--- src/rtl/frame_buf_reader.sv ---
// Frame-buffer reader: maps each display pixel to a frame-RAM address for the
// selected display mode, then realigns colour, DE and syncs with the RAM data.
module frame_buf_reader #(
    parameter int IMG_W   = 320,
    parameter int IMG_H   = 240,
    parameter int DISP_W  = 640,
    parameter int DISP_H  = 480,
    parameter int RAM_LAT = 1,
    parameter int AW      = $clog2(IMG_W*IMG_H)
) (
    input  logic          clk,
    input  logic          rst_n,
    input  logic          DE,
    input  logic [9:0]    x_pixel,
    input  logic [9:0]    y_pixel,
    input  logic          h_sync,
    input  logic          v_sync,
    input  logic [1:0]    mode,
    input  logic [11:0]   border_rgb,
    output logic [AW-1:0] addr,
    output logic          rd_en,
    input  logic [15:0]   imgData,
    output logic [3:0]    r_port,
    output logic [3:0]    g_port,
    output logic [3:0]    b_port,
    output logic          de_o,
    output logic          h_sync_o,
    output logic          v_sync_o
);

    localparam int LAST = RAM_LAT - 1;
    localparam logic [31:0] IW = 32'(IMG_W);
    localparam logic [31:0] IH = 32'(IMG_H);
    localparam logic [31:0] DW = 32'(DISP_W);
    localparam logic [31:0] DH = 32'(DISP_H);
    localparam logic [31:0] OX = 32'((DISP_W - IMG_W) / 2);
    localparam logic [31:0] OY = 32'((DISP_H - IMG_H) / 2);
    localparam logic [31:0] BW = 32'(DISP_W / 8);

    typedef enum logic [1:0] {
        SRC_BLANK  = 2'd0,
        SRC_IMAGE  = 2'd1,
        SRC_BORDER = 2'd2,
        SRC_BAR    = 2'd3
    } src_e;

    // Row scaling by the constant image width as a sum of shifted copies.
    function automatic logic [31:0] mul_w(input logic [31:0] v);
        logic [31:0] acc;
        acc = '0;
        for (int i = 0; i < 32; i++)
            if (IW[i]) acc = acc + (v << i);
        return acc;
    endfunction

    function automatic logic [11:0] bar_rgb(input logic [2:0] idx);
        logic [11:0] c;
        case (idx)
            3'd0:    c = 12'hFFF;
            3'd1:    c = 12'hFF0;
            3'd2:    c = 12'h0FF;
            3'd3:    c = 12'h0F0;
            3'd4:    c = 12'hF0F;
            3'd5:    c = 12'hF00;
            3'd6:    c = 12'h00F;
            default: c = 12'h000;
        endcase
        return c;
    endfunction

    logic [1:0]    mode_q, mode_d;
    logic          vs_q;
    logic [AW-1:0] addr_q, addr_d;
    logic          rd_en_q, rd_en_d;
    src_e          tag_d;
    logic [2:0]    bar_d;
    logic [11:0]   rgb_q, rgb_d;
    logic          de_o_q, hs_o_q, vs_o_q;

    logic [RAM_LAT-1:0][1:0] tag_pipe_q;
    logic [RAM_LAT-1:0][2:0] bar_pipe_q;
    logic [RAM_LAT-1:0]      de_pipe_q;
    logic [RAM_LAT-1:0]      hs_pipe_q;
    logic [RAM_LAT-1:0]      vs_pipe_q;

    logic [31:0] xw, yw, row, col, thr;
    logic        active, in_win;

    assign xw     = 32'(x_pixel);
    assign yw     = 32'(y_pixel);
    assign active = DE && (xw < DW) && (yw < DH);
    assign in_win = (xw >= OX) && (xw < OX + IW) && (yw >= OY) && (yw < OY + IH);

    // The new mode only lands on a v_sync rise, so a frame never mixes modes.
    assign mode_d = (v_sync && !vs_q) ? mode : mode_q;

    always_comb begin
        row     = '0;
        col     = '0;
        rd_en_d = 1'b0;
        tag_d   = SRC_BLANK;
        bar_d   = '0;
        thr     = BW;
        if (active) begin
            unique case (mode_q)
                2'b00: begin
                    row     = yw >> 1;
                    col     = xw >> 1;
                    rd_en_d = 1'b1;
                    tag_d   = SRC_IMAGE;
                end
                2'b01: begin
                    row     = yw % IH;
                    col     = xw % IW;
                    rd_en_d = 1'b1;
                    tag_d   = SRC_IMAGE;
                end
                2'b10: begin
                    if (in_win) begin
                        row     = yw - OY;
                        col     = xw - OX;
                        rd_en_d = 1'b1;
                        tag_d   = SRC_IMAGE;
                    end else begin
                        tag_d   = SRC_BORDER;
                    end
                end
                2'b11: begin
                    tag_d = SRC_BAR;
                    for (int i = 1; i < 8; i++) begin
                        if (xw >= thr) bar_d = 3'(i);
                        thr = thr + BW;
                    end
                end
            endcase
        end
        addr_d = rd_en_d ? AW'(mul_w(row) + col) : '0;
    end

    always_comb begin
        rgb_d = 12'h000;
        case (src_e'(tag_pipe_q[LAST]))
            SRC_IMAGE:  rgb_d = {imgData[15:12], imgData[10:7], imgData[4:1]};
            SRC_BORDER: rgb_d = border_rgb;
            SRC_BAR:    rgb_d = bar_rgb(bar_pipe_q[LAST]);
            default:    rgb_d = 12'h000;
        endcase
        if (!de_pipe_q[LAST]) rgb_d = 12'h000;
    end

    always_ff @(posedge clk or negedge rst_n) begin
        if (!rst_n) begin
            mode_q     <= 2'b00;
            vs_q       <= 1'b0;
            addr_q     <= '0;
            rd_en_q    <= 1'b0;
            tag_pipe_q <= '0;
            bar_pipe_q <= '0;
            de_pipe_q  <= '0;
            hs_pipe_q  <= '0;
            vs_pipe_q  <= '0;
            rgb_q      <= '0;
            de_o_q     <= 1'b0;
            hs_o_q     <= 1'b0;
            vs_o_q     <= 1'b0;
        end else begin
            mode_q        <= mode_d;
            vs_q          <= v_sync;
            addr_q        <= addr_d;
            rd_en_q       <= rd_en_d;
            tag_pipe_q[0] <= tag_d;
            bar_pipe_q[0] <= bar_d;
            de_pipe_q[0]  <= DE;
            hs_pipe_q[0]  <= h_sync;
            vs_pipe_q[0]  <= v_sync;
            for (int i = 1; i < RAM_LAT; i++) begin
                tag_pipe_q[i] <= tag_pipe_q[i-1];
                bar_pipe_q[i] <= bar_pipe_q[i-1];
                de_pipe_q[i]  <= de_pipe_q[i-1];
                hs_pipe_q[i]  <= hs_pipe_q[i-1];
                vs_pipe_q[i]  <= vs_pipe_q[i-1];
            end
            rgb_q  <= rgb_d;
            de_o_q <= de_pipe_q[LAST];
            hs_o_q <= hs_pipe_q[LAST];
            vs_o_q <= vs_pipe_q[LAST];
        end
    end

    // RGB565 LSBs are dropped when narrowing to 4 bits per channel.
    logic unused_img_bits;
    assign unused_img_bits = ^{imgData[11], imgData[5], imgData[0]};

    assign addr     = addr_q;
    assign rd_en    = rd_en_q;
    assign r_port   = rgb_q[11:8];
    assign g_port   = rgb_q[7:4];
    assign b_port   = rgb_q[3:0];
    assign de_o     = de_o_q;
    assign h_sync_o = hs_o_q;
    assign v_sync_o = vs_o_q;

endmodule

--- config.mk ---
export PLATFORM = sky130hd
export DESIGN_NAME = frame_buf_reader
export DESIGN_NICKNAME = d
export VERILOG_FILES = /design/src/rtl/frame_buf_reader.sv
export SDC_FILE = /design/constraint.sdc
export NUM_CORES = 1
export LEC_CHECK = 0
export ABC_AREA = 1
export CAP_MARGIN = 30
export CORE_MARGIN = 4
export CORE_UTILIZATION = 54
export CTS_BUF_LIST = sky130_fd_sc_hd__clkbuf_8 sky130_fd_sc_hd__clkbuf_16
export DETAILED_ROUTE_END_ITERATION = 10
export PLACE_DENSITY = 0.83
export SETUP_SLACK_MARGIN = 0.4
export SLEW_MARGIN = 20
export SYNTH_ARGS = -nofsm -noshare
export SYNTH_HDL_FRONTEND = slang
export SYNTH_SLANG_ARGS = --single-unit
--- constraint.sdc ---
create_clock -name clk -period 7.9 [get_ports clk]
set_input_delay 1.58 -clock clk [delete_from_list [all_inputs] [get_ports clk]]
set_output_delay 1.58 -clock clk [all_outputs]
set_load 0.005 [all_outputs]
* Word level (Yosys, flattened, before mapping) *
Index checks and enable logic that the tools add are counted.

word-level totals
  bits in registers = 43
  input bits = 55
  logic and storage cells = 77

cells by class
  add/sub/neg operators = 4
  div/mod/pow operators = 2
  magnitude comparators = 12
  equal/unequal tests = 12
  muxes and demuxes = 25
  reductions and logical operators = 10

operators by type and width
  cell                     count
  $pmux W12 S7             1
  $mux W17                 3
  $pmux W17 S3             1
  $pmux W12 S3             1
  $add A17 B17 Y17         2
  $pmux W11 S3             1
  $mod A10 B8 Y32 const B  1
  $mod A10 B9 Y32 const B  1
  $ge A10 B9 Y1 const B    3
  $lt A10 B9 Y1 const B    3
  $mux W3                  8
  $mux W11                 2
  $ge A10 B7 Y1 const B    2
  $ge A10 B8 Y1 const B    2
  $mux W12                 1
  $sub A10 B7 Y11 const B  1
  $sub A10 B8 Y11 const B  1
  $ge A10 B10 Y1 const B   1
  $lt A10 B10 Y1 const B   1
  $eq A3 B3 Y1 const B     3
  $eq A2 B2 Y1 const B     4
  $eq A3 B2 Y1 const B     2
  $logic_and A1 B1 Y1      6
  $pmux W2 S3              1
  other kinds (9)          13

* Logic depth before layout (Yosys ltp) *
Gate-level depths: netlist (run 1).

  word-level depth = 10
  depth in mapped cells = 29

* Least setup slack after synthesis (run 1) *
Ideal clock, no wire load.

  kind = input to register
  start point = in y_pixel[7]
  end point = reg addr_q[16], in the netlist addr[16]
  library setup time = 0.072 ns
  data arrival time = 4.874 ns
  required time = 7.828 ns
  path slack = 2.954 ns
  stages on the path = 27
  buffers on the path = 1
  cells stage by stage = buf_2 -> nand2_2 -> nor2_1 -> ha_1 -> nor2_2 -> nand2_1 -> nand2_4 -> nand3_4 -> nand3_2 -> nand3_2 -> nor2_4 -> nand2_4 -> nand2_1 -> nand3_1 -> a21oi_1 -> fa_1 -> ha_1 -> a21oi_1 -> o21a_1 -> nand2_1 -> nand2_1 -> nand2_1 -> a21oi_1 -> inv_1 -> nand3_1 -> nand2_1 -> nor2_1

between the ends
  longest elaborated chain between the ends = 9

ends and longest elaborated chain
  element                                                  RTL line  text
  start: declaration                                       15        input logic [9:0] y_pixel,
  branches (longest 8 deep; another with $mod A10 B8 Y32)  -
  $mux W17 *                                               137       addr_d = rd_en_d ? AW'(mul_w(row) + col) : '0;
  via addr_d[16]                                           73        logic [AW-1:0] addr_q, addr_d;
  end signal: assignment                                   169       addr_q <= addr_d;
  end: declaration                                         73

Mark *: on every way through the listed nets, which the timed path passes.
A chain may end at the register's enable or synchronous reset.

* Final worst setup path (run 1) *
  start point = in x_pixel[6]
  end point = reg addr_q[15], in the netlist addr[15]

between the ends
  longest elaborated chain between the ends = 10

ends and longest elaborated chain
  element                                                  RTL line  text
  start: declaration                                       14        input logic [9:0] x_pixel,
  branches (longest 9 deep; another with $mod A10 B9 Y32)  -
  $mux W17 *                                               137
  via addr_d[15]                                           73

Marked as above.

==> results of run 1 <==
==> power by group through the flow <==
stage | combinational [W] | sequential, W | clock [W]
floorplan | 0.0000979 | 0.000236 | 0
global placement | 0.000154 | 0.000237 | 0
detailed placement | 0.000158 | 0.000237 | 0
CTS | 0.000158 | 0.000233 | 0.000138
global route | 0.000179 | 0.000233 | 0.000148
finish | 0.000160 | 0.000233 | 0.000135
==> state kept, by name, indices dropped and copies added (netlist names) <==
name / flops
bar_pipe_q: 3
v_sync_o: 1
vs_pipe_q: 1
addr: 17
mode_q: 2
h_sync_o: 1
hs_pipe_q: 1
rgb_q: 12
de_o: 1
de_pipe_q: 1
tag_pipe_q: 2
rd_en: 1
==> cells in the final DEF (no fill, tap or decap), types with 2 or more instances in the layout <==
cell type	n
o21ai_0	12
clkinv_2	3
o21ai_1	4
dfrtp_1	43
nor2_1	41
o22ai_1	12
a22oi_1	3
nor2_2	9
a21oi_1	26
clkbuf_8	5
nand3b_1	5
o211ai_1	3
nor2_4	6
nand3_1	34
nand2_1	115
inv_2	7
ha_1	19
xor2_1	4
nand4_1	8
inv_1	73
nand3_2	4
a31oi_1	4
nand2_4	5
nand2_2	8
nand3_4	2
clkdlybuf4s50_1	82
xnor2_1	2
fa_1	9
nand4_4	2
nor3_1	6
==> cells by family after synthesis <==
| kind of cell | after synthesis | share of synthesized area, % |
|---|---|---|
| XOR/XNOR | 6 | 1.46 |
| flip-flops | 43 | 30.0 |
| AND/OR/NAND/NOR | 247 | 34.4 |
| multiplexers | 1 | 0.314 |
| adder cells (fa/ha/maj) | 28 | 11.6 |
| AO/OA/AOI/OAI | 70 | 11.8 |
| other | 1 | 0.104 |
| buffers and inverters | 93 | 10.3 |
==> cell type report <==
type                    instances  area, um^2
repair buffers                 84         846
multi-input cells             353        2140
inverters                      82         310
clock buffers                   5        68.8
flip-flops and latches         43        1080
fillers                       515        1830
well taps                      77        96.3
clock inverters                 3        15.0
==> worst reg2reg max path, stage by stage (launching register included) <==
cell and delay, ns:
dfrtp_1 0.46, nor2_1 0.45, inv_1 0.33, o22ai_1 0.19
a21oi_1 0.06, nor2_1 0.17, inv_1 0.10, fa_1 0.54
inv_1 0.04, ha_1 0.31, a21oi_1 0.15, nand2_1 0.13
nand4_1 0.11, nand2_1 0.08, nand2_1 0.08, nand2_1 0.05
a21oi_1 0.17, inv_1 0.06, nand3_1 0.07, nand2_1 0.08
nor2_1 0.11
==> stage by stage <==
stage | hold WS, ns | instance area (um^2)
finish | 0.359 | 4560
global route | 0.373 | 4560
CTS | 0.362 | 4540
detailed placement | 0.343 | 4450
global placement | 0.338 | 4450
floorplan | 0.331 | 3590
==> final timing paths <==
check	from	to	slack (ns)	cells past startpoint
setup / recovery	x_pixel[6]	addr[15]$_DFF_PN0_	1.99	24
hold / removal	hs_pipe_q$_DFF_PN0_	h_sync_o$_DFF_PN0_	0.36	0
setup reg to reg	mode_q[1]$_DFFE_PN0P_	addr[16]$_DFF_PN0_	4.08	20
hold reg to reg	hs_pipe_q$_DFF_PN0_	h_sync_o$_DFF_PN0_	0.36	0
max in group asynchronous	rst_n	addr[9]$_DFF_PN0_	6.24	2
min in group asynchronous	rst_n	rgb_q[4]$_DFF_PN0_	1.20	1
==> layer usage <==
layer,track usage (%),wire (um),up-vias
li1,-,-,1726
met1,29.3,3780,1618
met2,40.9,4280,115
met3,2.03,558,14
met4,7.04,161,0
met5,0,0,-
==> results.py, run 1 <==
metrics = {
    "routing": {
        "drtIter0Drc": 217,
        "num_vias": 3473,
        "ant_nets": 0,
        "firstDrtPassIters": 5,
        "wl_um": 8780,
        "via_per_inst": 5.37,
        "wl_per_cell_um": 13.6,
        "drc_errors": 0,
    },
    "power": {
        "power_w": 0.000528,
        "swShare_pct": 32.8,
        "leakagePower_nw": 2.34,
        "p_int_w": 0.000355,
        "p_comb_share_pct": 30.3,
        "power.density_mw_per_mm2": 116,
        "p_sw_w": 0.000173,
        "p_clk_share_pct": 25.6,
        "seqPwrFrac_pct": 44.1,
        "vdd_ir_drop_max_uv": 110,
    },
    "clock_tree": {
        "cts.path.max_buffers": 2,
        "clock_latency_ns": 0.30,
        "cts.sink_count": 43,
        "cts_buffers": 5,
        "cts_setup_buffers": 0,
        "hold_buffers": 0,
        "path_clk_slew_ns": 0.09,
        "cts_resized": 0,
        "cts_max_level": 2,
        "cts_tree": "built",
        "root_buffer": "clkbuf_8",
    },
    "timing": {
        "fin_ws_ns": 1.99,
        "max_freq_mhz": 169,
        "period_share_pct": 74.8,
        "setup_violations": 0,
        "skew_ns": 0.0113,
        "hold_viol": 0,
        "tightest_slew_ns": 0.757,
        "finalCriticalPeriod_ns": 5.91,
        "tns_ns": 0,
        "rsz0062_at_grt": "no",
        "slew_violations": 0,
        "relSlewSlack_pct": 49.3,
    },
    "outcome": {
        "status": "completed",
    },
    "floorplan": {
        "die-area_mm2": 0.00802,
        "num_io_pins": 88,
        "die_h_um": 89.5,
        "coreArea_mm2": 0.00639,
        "start_util_pct": 56.2,
        "rows": 29,
        "die_w_um": 89.5,
    },
    "worst_setup_path": {
        "critPathSlowestCell": "clkdlybuf4s50_1",
        "crit_top_cell": "nand2_1",
        "critPathBufInv": 4,
        "crit_path_cell_trace": "clkdlybuf4s50_1, clkinv_1, ha_1, or2_1, nand2_1, ha_1, nand3b_1, o21ai_1, nor2_2, inv_2, nand2_1, nand2_1, a31oi_1, nor2_1, fa_1, inv_1, fa_1, nor2_1, o21ai_0, nand2_1, nand4_1, o211ai_1, o21ai_0, a21oi_1",
        "crit_path_max_incr_delay_ns": 0.65,
        "required_ns": 8.14,
        "cp_max_fo": 8,
        "crit_family": "adder cells",
        "cp.arrival_ns": 6.15,
        "path_class": "primary input to register",
        "cp-end-kind": "register",
        "cp-start-kind": "primary input",
    },
    "global_routing": {
        "grt-ovfl-total": 0,
        "track_usage_pct": 22.9,
        "antenna_found_initial": 0,
        "grt_max_degree": 44,
        "grt_pass1_wl_um": 14600,
        "grt_pass1_vias": 3263,
    },
    "yosys": {
        "yosysSeqAreaShare_pct": 30.0,
        "synthFlopType": "dfrtp_1",
        "ys_ff_latch": 43,
        "synth_top_area_share_pct": 30.0,
        "synth.distinct_cells": 44,
        "yosys-top-cells-count": "115 x nand2_1, 73 x inv_1, 43 x dfrtp_1",
        "yosysMostFrequentCell": "nand2_1",
        "syn_avg_cell_area_um2": 7.34,
        "synth_area_leaders": "dfrtp_1 30%, nand2_1 12%, inv_1 7.6%",
        "mappedNetlistNets": 572,
        "syn_inst": 489,
        "post-synth-top-area-cell": "dfrtp_1",
        "netlist_area_mm2": 0.00359,
        "synth-edff-count": 0,
        "synthArstFlopShare_pct": 100,
        "yosys_warnings": 0,
    },
    "layout": {
        "final_cells": 647,
        "final_nets": 652,
        "post-route-util_pct": 71.3,
        "area_growth_pct": 26.9,
        "drive_above_1_share_pct": 10.4,
        "antennaDiodeCount": 0,
    },
    "placement": {
        "pre_cts_ws_ns": 1.73,
        "dp_hpwl_um": 7130,
        "gp_congestion": 0.935,
        "port_buffers": 83,
        "dp.cells": 638,
    },
    "run": {
        "cap_violations": 0,
    },
    "worst_hold_path": {
        "hold_class": "register to register",
    },
}
Note: power is estimated with default switching activity, not from simulation.
==> inputs of run 2 (changes only) <==
Settings changed: CORE_UTILIZATION 54 to 51, PLACE_DENSITY 0.83 to 0.79.
Clock period 7.9 ns to 6 ns, I/O delays scaled along.
==> results.py, run 2 (same netlist as run 1, synthesis figures left out) <==
metrics = {
    "clock_tree": {
        "cts_buffers": 5,
        "cts_tree": "built",
        "cts_setup_buffers": 0,
        "cts.sink_count": 43,
        "cts_resized": 0,
        "root_buffer": "clkbuf_8",
        "hold_buffers": 0,
        "clock_latency_ns": 0.29,
        "cts.path.max_buffers": 2,
        "cts_max_level": 2,
        "path_clk_slew_ns": 0.09,
    },
    "run": {
        "cap_violations": 0,
    },
    "global_routing": {
        "grt_pass1_wl_um": 15400,
        "track_usage_pct": 22.2,
        "grt-ovfl-total": 0,
        "grt_max_degree": 44,
        "antenna_found_initial": 0,
        "grt_pass1_vias": 3209,
    },
    "timing": {
        "max_freq_mhz": 191,
        "period_share_pct": 87.0,
        "tightest_slew_ns": 0.787,
        "finalCriticalPeriod_ns": 5.22,
        "skew_ns": 0.00798,
        "setup_violations": 0,
        "relSlewSlack_pct": 47.3,
        "slew_violations": 0,
        "tns_ns": 0,
        "hold_viol": 0,
        "fin_ws_ns": 0.778,
        "rsz0062_at_grt": "no",
    },
    "worst_setup_path": {
        "cp.arrival_ns": 5.45,
        "required_ns": 6.23,
        "critPathBufInv": 2,
        "crit_family": "simple AND/OR/NAND/NOR gates",
        "cp-end-kind": "register",
        "critPathSlowestCell": "clkdlybuf4s50_1",
        "cp-start-kind": "primary input",
        "crit_top_cell": "nand2_1",
        "path_class": "primary input to register",
        "cp_max_fo": 6,
        "crit_path_max_incr_delay_ns": 0.62,
    },
    "floorplan": {
        "rows": 30,
        "die_h_um": 91.9,
        "num_io_pins": 88,
        "coreArea_mm2": 0.00683,
        "die_w_um": 91.9,
        "die-area_mm2": 0.00844,
        "start_util_pct": 52.5,
    },
    "power": {
        "leakagePower_nw": 2.40,
        "power.density_mw_per_mm2": 168,
        "p_int_w": 0.000555,
        "swShare_pct": 29.4,
        "vdd_ir_drop_max_uv": 79.3,
        "p_sw_w": 0.000231,
        "p_comb_share_pct": 27.4,
        "power_w": 0.000786,
        "p_clk_share_pct": 33.7,
        "seqPwrFrac_pct": 38.9,
    },
    "layout": {
        "area_growth_pct": 30.2,
        "largest_register_ffs": 17,
        "antennaDiodeCount": 0,
        "final_area_mm2": 0.00467,
        "fillerInstances": 607,
        "drive_above_1_share_pct": 11.3,
        "final_cells": 671,
        "final_nets": 657,
        "layout_common_cells": "115 x nand2_1, 80 x clkdlybuf4s50_1, 73 x inv_1",
        "final_common_cell": "nand2_1",
    },
    "routing": {
        "wl_um": 9120,
        "drc_errors": 0,
        "wl_per_cell_um": 13.6,
        "firstDrtPassIters": 4,
        "drtIter0Drc": 165,
        "num_vias": 3450,
        "ant_nets": 0,
        "via_per_inst": 5.14,
    },
    "placement": {
        "place_area_mm2": 0.00451,
        "dp_hpwl_um": 7240,
        "dp.cells": 662,
        "pre_cts_ws_ns": 0.370,
        "gp_congestion": 0.909,
        "port_buffers": 83,
    },
    "worst_hold_path": {
        "hold_class": "register to register",
    },
    "outcome": {
        "status": "completed",
    },
}
run 2: cell count changes in the layout (fill, tap and decap cells not counted), sizes merged:
cell,before,now
inv,81,82
dlymetal6s2s,0,2
buf,2,7
bufinv,0,2
clkdlybuf4s50,82,80
clkinv,4,1
run 2: layout make-up:
class | instances | area (um^2) | area share [%]
timing repair buffer | 89 | 888 | 19.0
clock inverter | 3 | 63.8 | 1.37
sequential | 43 | 1080 | 23.0
multi-input combinational | 353 | 2150 | 45.9
tap | 96 | 120 | 2.57
clock buffer | 5 | 68.8 | 1.47
inverter | 82 | 310 | 6.64
run 2: power groups by stage:
stage	combinational (W)	clock (W)	sequential (W)
final	0.000215	0.000265	0.000306
after global routing	0.000240	0.000285	0.000307
after CTS	0.000213	0.000268	0.000306
after detailed placement	0.000212	0	0.000312
after global placement	0.000208	0	0.000311
after floorplan	0.000129	0	0.000311
run 2: routing by layer:
layer  up-vias  track usage, %  part of all wire, %
li1       1738               -                    -
met1      1602            31.2                   46
met2       100            36.3                   48
met3        10            2.63                  4.3
met4         0            5.82                  1.1
met5         -               0                    0
run 2: final timing paths:
| kind | end | slack (ns) | cells after the start | from |
|---|---|---|---|---|
| min in group asynchronous | rgb_q[7]$_DFF_PN0_ | 0.81 | 1 | rst_n |
| setup reg to reg | addr[16]$_DFF_PN0_ | 2.17 | 20 | mode_q[1]$_DFFE_PN0P_ |
| hold reg to reg | h_sync_o$_DFF_PN0_ | 0.36 | 0 | hs_pipe_q$_DFF_PN0_ |
| max in group asynchronous | addr[0]$_DFF_PN0_ | 4.71 | 2 | rst_n |
| hold / removal | h_sync_o$_DFF_PN0_ | 0.36 | 0 | hs_pipe_q$_DFF_PN0_ |
| setup / recovery | addr[16]$_DFF_PN0_ | 0.78 | 27 | y_pixel[8] |
run 2: metrics by stage:
step,hold WS [ns],utilization [%]
after floorplan,0.331,-
after global placement,0.336,66.1
after detailed placement,0.342,66.1
after CTS,0.362,68.0
after global routing,0.374,68.4
final,0.359,68.4
==> inputs of run 3 (changes only) <==
Settings changed: GPL_TIMING_DRIVEN set to 0.
==> results.py, run 3 (same netlist as run 1, synthesis figures left out) <==
metrics = {
    "worst_setup_path": {
        "crit_end": "addr[13]$_DFF_PN0_",
        "cp.arrival_ns": 5.54,
        "r2r_start": "mode_q[1]$_DFFE_PN0P_",
        "reg2reg_depth": 21,
        "required_ns": 6.23,
        "cp-end-kind": "register",
        "path_class": "primary input to register",
        "crit_start": "x_pixel[5]",
        "reg2reg_to": "addr[16]$_DFF_PN0_",
        "cp-start-kind": "primary input",
        "cp_max_fo": 6,
        "r2r_slack_ns": 2.19,
    },
    "placement": {
        "dp_hpwl_um": 7380,
        "port_buffers": 79,
        "gp_congestion": 0.950,
        "dp.cells": 665,
    },
    "layout": {
        "layout_common_cells": "115 x nand2_1, 77 x clkdlybuf4s50_1, 73 x inv_1",
        "ff_latch_area_mm2": 0.00108,
        "final_cells": 675,
        "final_nets": 661,
        "final_common_cell": "nand2_1",
        "area_growth_pct": 29.0,
        "multi_input_area_mm2": 0.00215,
        "drive_above_1_share_pct": 11.9,
        "largest_register_ffs": 17,
        "fillerInstances": 614,
        "antennaDiodeCount": 0,
    },
    "timing": {
        "finalCriticalPeriod_ns": 5.31,
        "slew_violations": 0,
        "tns_ns": 0,
        "tightest_slew_ns": 0.535,
        "setup_violations": 0,
        "relSlewSlack_pct": 64.3,
        "period_share_pct": 88.5,
        "rsz0062_at_grt": "yes",
        "max_freq_mhz": 188,
        "hold_viol": 0,
        "skew_ns": 0.00622,
    },
    "clock_tree": {
        "hold_buffers": 0,
        "cts_buffers": 5,
        "path_clk_slew_ns": 0.08,
        "clock_latency_ns": 0.29,
        "cts.sink_count": 43,
        "cts_max_level": 2,
        "cts_tree": "built",
        "cts.path.max_buffers": 2,
        "root_buffer": "clkbuf_8",
    },
    "routing": {
        "firstDrtPassIters": 5,
        "via_per_inst": 5.14,
        "wl_per_cell_um": 13.3,
        "ant_nets": 0,
        "wl_um": 8950,
        "drtIter0Drc": 205,
        "num_vias": 3471,
        "drc_errors": 0,
    },
    "floorplan": {
        "die_w_um": 91.9,
        "start_util_pct": 52.5,
        "die-area_mm2": 0.00844,
        "die_h_um": 91.9,
        "coreArea_mm2": 0.00683,
        "rows": 30,
        "num_io_pins": 88,
    },
    "power": {
        "leakagePower_nw": 2.38,
        "power.density_mw_per_mm2": 151,
        "vdd_ir_drop_max_uv": 85.7,
    },
    "global_routing": {
        "track_usage_pct": 22.1,
        "antenna_found_initial": 0,
        "grt-ovfl-total": 0,
        "grt_max_degree": 26,
        "grt_pass1_wl_um": 15400,
        "grt_pass1_vias": 3311,
    },
    "run": {
        "cap_violations": 0,
    },
    "outcome": {
        "status": "completed",
    },
    "worst_hold_path": {
        "hold_class": "register to register",
    },
}
-- run 3: cell types whose count changed in the layout (fill, tap and decap cells not counted), moves of 2 or more --
| cell | before | now |
|---|---|---|
| buf_2 | 1 | 4 |
| clkbuf_1 | 0 | 3 |
| clkdlybuf4s50_1 | 80 | 77 |
| clkinv_2 | 0 | 3 |
| buf_1 | 0 | 2 |
| bufinv_16 | 2 | 0 |
-- run 3: per-stage QoR --
step	hold WS (ns)	instance area [um^2]	utilization [%]	setup WS, ns	total power (W)
floorplan	0.331	3590	-	1.43	0.000440
detailed placement	0.339	4520	66.2	0.170	0.000524
finish	0.355	4630	67.8	0.688	0.000698
CTS	0.358	4610	67.4	0.468	0.000701
global placement	0.335	4500	65.9	0.197	0.000518
global route	0.372	4630	67.8	0.373	0.000744
-- run 3: layout make-up --
class,instances,area share [%]
Buffer,11,1.30
Clock buffer,5,1.49
Clock inverter,3,0.324
Inverter,82,6.78
Multi-Input combinational cell,353,46.4
Sequential cell,43,23.2
Tap cell,96,2.59
Timing Repair Buffer,82,17.9
-- run 3: worst min path at each step --
stage,start,to,cells after the start
after CTS,hs_pipe_q$_DFF_PN0_,h_sync_o$_DFF_PN0_,0
after floorplan,hs_pipe_q$_DFF_PN0_,h_sync_o$_DFF_PN0_,0
final,hs_pipe_q$_DFF_PN0_,h_sync_o$_DFF_PN0_,0
after global placement,hs_pipe_q$_DFF_PN0_,h_sync_o$_DFF_PN0_,0
after global routing,hs_pipe_q$_DFF_PN0_,h_sync_o$_DFF_PN0_,0
after detailed placement,hs_pipe_q$_DFF_PN0_,h_sync_o$_DFF_PN0_,0
-- run 3: critical path, stage by stage --
cell and delay (ns):
clkdlybuf4s50_1 0.61, inv_1 0.19, ha_1 0.27, or2_1 0.28
nand2_1 0.08, ha_1 0.13, nand3b_1 0.18, o21ai_1 0.12
nor2_2 0.15, inv_2 0.07, nand2_1 0.06, nand2_1 0.05
a31oi_1 0.16, nor2_1 0.08, fa_1 0.54, inv_1 0.07
fa_1 0.43, nor2_1 0.17, o21ai_0 0.11, nand2_1 0.13
nand2_1 0.09, nand2_1 0.07, a21oi_1 0.07, xor2_1 0.14
nor2_1 0.09
-- run 3: power breakdown --
part | internal (W) | switching [W]
logic | 0.0000920 | 0.000126
registers | 0.000299 | 0.00000599
clock network | 0.0000797 | 0.0000959
total | 0.000471 | 0.000227
-- run 3: routing by layer --
| layer | up-vias | track usage (%) | routed length [um] | share of wire, % |
|---|---|---|---|---|
| met1 | 1589 | 30.0 | 4130 | 46 |
| li1 | 1751 | - | - | - |
| met2 | 120 | 36.9 | 4130 | 46 |
| met3 | 11 | 2.95 | 518 | 5.8 |
| met4 | 0 | 6.81 | 172 | 1.9 |
| met5 | - | 0 | 0 | 0 |
-- run 3: timing repair --
action,CTS,global route
setup buffers,0,2
endpoints found under the setup margin,0,4
gates resized for setup,0,3
endpoints found under the hold margin,0,0
